<file path="src/rtl/seg_pair_encoder.sv">
// Purpose: converts a 0..99 binary value to a two-digit seven-segment bus {tens, ones}; values above 99 show dash/dash.
// Latency: fixed 8 clocks from the accepting load edge to both7seg/done (7 shift/add-3 steps, then encode).
// Backpressure: none; load is accepted only in IDLE and ignored while busy (not queued), output held between conversions.
module seg_pair_encoder #(
    parameter bit BLANK_LZ   = 1'b1,
    parameter bit ACTIVE_LOW = 1'b0
) (
    input  logic        clk,
    input  logic        rst,
    input  logic        load,
    input  logic [6:0]  value,
    output logic        busy,
    output logic        done,
    output logic        ovf,
    output logic [13:0] both7seg
);

    typedef enum logic [1:0] {
        IDLE   = 2'd0,
        SHIFT  = 2'd1,
        ENCODE = 2'd2
    } state_t;

    // Blank pattern as seen on the pins; the inverted form is used for common-anode displays.
    localparam logic [13:0] BLANK_PINS = ACTIVE_LOW ? 14'h3FFF : 14'h0000;
    localparam logic [6:0]  DASH       = 7'h40;

    state_t      state, state_nxt;
    logic [6:0]  shreg, shreg_nxt;
    logic [6:0]  cap, cap_nxt;
    logic [7:0]  bcd, bcd_nxt;
    logic [2:0]  cnt, cnt_nxt;
    logic        busy_nxt, done_nxt, ovf_nxt;
    logic [13:0] seg_nxt;

    logic [7:0]  bcd_adj;
    logic [14:0] shifted;
    logic [6:0]  tens_pat, ones_pat;
    logic [13:0] seg_enc;

    // Active-high a..g pattern (bit0 = a) for one BCD digit; non-decimal codes render blank.
    function automatic logic [6:0] digit_pat(input logic [3:0] d);
        logic [6:0] p;
        case (d)
            4'd0:    p = 7'h3F;
            4'd1:    p = 7'h06;
            4'd2:    p = 7'h5B;
            4'd3:    p = 7'h4F;
            4'd4:    p = 7'h66;
            4'd5:    p = 7'h6D;
            4'd6:    p = 7'h7D;
            4'd7:    p = 7'h07;
            4'd8:    p = 7'h7F;
            4'd9:    p = 7'h6F;
            default: p = 7'h00;
        endcase
        return p;
    endfunction

    // Double-dabble step: add 3 to any nibble >= 5, then shift {bcd, shreg} left by one.
    always_comb begin
        bcd_adj = bcd;
        if (bcd[3:0] >= 4'd5) bcd_adj[3:0] = bcd[3:0] + 4'd3;
        if (bcd[7:4] >= 4'd5) bcd_adj[7:4] = bcd[7:4] + 4'd3;
        shifted = {bcd_adj, shreg} << 1;
    end

    // Final pattern from the finished BCD digits, with overflow dashes, leading-zero blanking and polarity.
    always_comb begin
        tens_pat = digit_pat(bcd[7:4]);
        ones_pat = digit_pat(bcd[3:0]);
        if (BLANK_LZ && (bcd[7:4] == 4'd0)) tens_pat = 7'h00;
        if (cap > 7'd99) begin
            tens_pat = DASH;
            ones_pat = DASH;
        end
        seg_enc = ACTIVE_LOW ? ~{tens_pat, ones_pat} : {tens_pat, ones_pat};
    end

    // Next-state and datapath updates; everything holds unless the current state says otherwise.
    always_comb begin
        state_nxt = state;
        shreg_nxt = shreg;
        cap_nxt   = cap;
        bcd_nxt   = bcd;
        cnt_nxt   = cnt;
        busy_nxt  = busy;
        done_nxt  = 1'b0;
        ovf_nxt   = ovf;
        seg_nxt   = both7seg;
        case (state)
            IDLE: begin
                if (load) begin
                    shreg_nxt = value;
                    cap_nxt   = value;
                    bcd_nxt   = 8'h00;
                    cnt_nxt   = 3'd7;
                    busy_nxt  = 1'b1;
                    state_nxt = SHIFT;
                end
            end
            SHIFT: begin
                bcd_nxt   = shifted[14:7];
                shreg_nxt = shifted[6:0];
                cnt_nxt   = cnt - 3'd1;
                if (cnt == 3'd1) state_nxt = ENCODE;
            end
            ENCODE: begin
                seg_nxt   = seg_enc;
                done_nxt  = 1'b1;
                busy_nxt  = 1'b0;
                ovf_nxt   = (cap > 7'd99);
                state_nxt = IDLE;
            end
            default: begin
                busy_nxt  = 1'b0;
                state_nxt = IDLE;
            end
        endcase
    end

    // State and output registers; reset aborts any conversion and blanks the display.
    always_ff @(posedge clk) begin
        if (rst) begin
            state    <= IDLE;
            shreg    <= 7'h00;
            cap      <= 7'h00;
            bcd      <= 8'h00;
            cnt      <= 3'd0;
            busy     <= 1'b0;
            done     <= 1'b0;
            ovf      <= 1'b0;
            both7seg <= BLANK_PINS;
        end else begin
            state    <= state_nxt;
            shreg    <= shreg_nxt;
            cap      <= cap_nxt;
            bcd      <= bcd_nxt;
            cnt      <= cnt_nxt;
            busy     <= busy_nxt;
            done     <= done_nxt;
            ovf      <= ovf_nxt;
            both7seg <= seg_nxt;
        end
    end

endmodule
</file>
<file path="config.mk">
export PLATFORM = sky130hd
export DESIGN_NAME = seg_pair_encoder
export DESIGN_NICKNAME = d
export VERILOG_FILES = /design/src/rtl/seg_pair_encoder.sv
export SDC_FILE = /design/constraint.sdc
export NUM_CORES = 1
export LEC_CHECK = 0
export ABC_AREA = 1
export CAP_MARGIN = 20
export CORE_ASPECT_RATIO = 1.25
export CORE_UTILIZATION = 50
export DETAILED_ROUTE_END_ITERATION = 8
export PLACE_DENSITY = 0.75
export SKIP_CTS_REPAIR_TIMING = 1
export SLEW_MARGIN = 20
export SYNTH_ARGS = -nofsm -noshare
export SYNTH_HDL_FRONTEND = slang
export SYNTH_SLANG_ARGS = --single-unit
</file>
<file path="constraint.sdc">
create_clock -name clk -period 2 [get_ports clk]
set_input_delay 0.6 -clock clk [delete_from_list [all_inputs] [get_ports clk]]
set_output_delay 0.6 -clock clk [all_outputs]
set_load 0.05 [all_outputs]
</file>
==> results.cfg <==
[die]
row_count = 28
io_pins = 27
die_h_um = 82.2
fp.dieW_um = 66.1
start_util_pct = 53.2
design.die.area_um2 = 5430
coreArea_um2 = 4830

[worst_setup_path]
cpPeakStageDelay_ps = 370
path_class = reg2reg
worstPathRequired_ps = 2260
crit_fanout = 3
cp.arrival_ps = 2160
crit_chain = inv_2, ha_4, inv_1, nand2_2, buf_4, nand4_1, nand3_2, o21ai_2, inv_1, ha_1, nand3b_1, nand2_1, nand2_1, nand2_1
end_kind = register
cp_slowest_cell = dfxtp_2
critPathBufInv = 4
cpMostUsedCell = nand2_1
path_delay_family = simple AND/OR/NAND/NOR gates
r2r.worst_path.cells = 14
cp.depth = 14
cp-start-kind = register

[clock_network]
clk_pin_slew_ps = 100
clockBufferDepth = 2
cts_buffers = 5
cts_max_level = 2
tritoncts = built
clock_sinks = 56
cts_root_buf = clkbuf_8
clock_latency_ps = 310

[drt]
wl_per_cell_um = 11.4
postRouteWirelength_mm = 5.07
vias = 2223
dr.pass1.iters = 4
via_per_inst = 5.00
ant_nets = 0
drc = 0
drt_iter0_drc = 133

[yosys]
synth_cell_types = 31
synth-edff-count = 0
syn_inst = 331
syn_area_um2 = 2570
yosysWarnings = 0
async_reset_ff_share_pct = 0
syn_area_per_cell_um2 = 7.76
synth_ff_type = dfxtp_1
ys_seq_area_share_pct = 43.6
syn-num-nets = 359
ys_seq_elements = 56

[timing]
max_freq_mhz = 526
hold_viol_final = 0
post-route-period-util_pct = 95.1
drv_slew = 0
slew_headroom_pct = 72.8
setup_ws_ps = 98.0
tns_ps = 0
setup_viol = 0
min_period_ps = 1900
skew_ps = 6.71
worst_slew_pin_slew_ps = 407

[global_route]
grt_max_degree = 26
antenna_found_initial = 0
grtUsageTotal_pct = 20.1
grt_pass1_wl_mm = 8.42
grt-ovfl-total = 0
grt_pass1_vias = 1980

[cells_and_area]
final_common_cell = nand2_1
final_area_um2 = 3190
final_nets = 412
drive_gt1_share_pct = 24.4
seqCellArea_um2 = 1120
final_cell_mix = nand2_1 (103), dfxtp_1 (53), buf_4 (47), inv_1 (32), a21oi_1 (23)
fillers = 432
area_growth_pct = 24.1
multi_input_area_um2 = 1300
antennaDiodeCount = 0

[hold_path]
min_path_type = reg2reg
hold_depth = 2

[placed_design]
dp_worst_setup_slack_ps = -385
placed_area_um2 = 3010
place_congestion = 0.870
io_buffer_count = 26
dp_hpwl_mm = 3.85

[power]
p_per_area_nw_per_um2 = 677
vdd.ir_drop.worst_mv = 0.339
power_leakage_nw = 1.56

[status]
status = finished, final reports clean

[run]
drv_cap = 0
## where the power goes
part | leakage (nW) | total, mW | internal (mW) | switching, mW
combinational | 1.05 | 0.332 | 0.132 | 0.200
sequential | 0.458 | 1.21 | 1.18 | 0.0325
clock | 0.0445 | 0.616 | 0.249 | 0.367
## Yosys cell counts, types with 2 or more instances
cell | instances | area share, %
dfxtp_1 | 56 | 44
o21ai_0 | 6 | 1.2
nand3b_1 | 7 | 2.0
o22ai_1 | 2 | 0.49
nand2_4 | 3 | 1.3
clkbuf_1 | 3 | 0.44
inv_2 | 5 | 0.73
nor2_1 | 5 | 0.73
buf_2 | 3 | 0.58
nand3_2 | 3 | 1.2
buf_4 | 3 | 0.88
o21ai_4 | 2 | 1.3
nand4_1 | 5 | 1.2
ha_1 | 18 | 8.8
inv_1 | 34 | 5.0
nand2_2 | 2 | 0.49
or2_2 | 3 | 0.73
nand2_1 | 110 | 16
a21oi_1 | 23 | 4.5
nand3_1 | 22 | 4.3
a31oi_1 | 6 | 1.5
## worst min-delay path: stages (launching register included)
cell and delay (ps):
dfxtp_1 310, nand2_1 50, a21oi_1 50
## path summary, 6_finish.rpt
path                             from                       end  slack [ps]
setup / recovery  bcd[0]$_SDFFE_PP0N_                  register         100
hold / removal               register  both7seg[2]$_SDFFE_PP0P_         450
setup reg to reg  bcd[0]$_SDFFE_PP0N_                  register         100
hold reg to reg              register  both7seg[2]$_SDFFE_PP0P_         450
## per-layer routing
metal | wire length (um) | GRT usage, %
met5 | 0 | 0
met1 | 2180 | 23.5
met2 | 2630 | 36.6
met3 | 178 | 3.30
met4 | 79 | 7.45
## cell type report
class                           instances  area share (%)
Multi-Input combinational cell        226            40.8
Sequential cell                        56            35.3
Timing Repair Buffer                   56            14.1
Clock inverter                          3           0.667
Inverter                               39            4.67
Tap cell                               60            2.35
Clock buffer                            5            2.16
## logic make-up after synthesis
family | Yosys count | share of synthesized area, %
buffers and inverters | 49 | 8.03
AOI/OAI and AO/OA | 45 | 10.7
adders and majority gates | 18 | 8.76
DFF | 56 | 43.6
and+or+nand+nor | 163 | 28.9
## stage by stage
stage	hold WS [ps]	util (%)	total power, mW	instances
global route	468	65.9	2.27	445
detailed placement	438	62.2	1.56	434
floorplan	425	-	1.45	331
finish	451	65.9	2.16	445
global placement	432	62.2	1.55	434
CTS	452	64.0	2.16	442
Power figures use the tool's default switching activity.
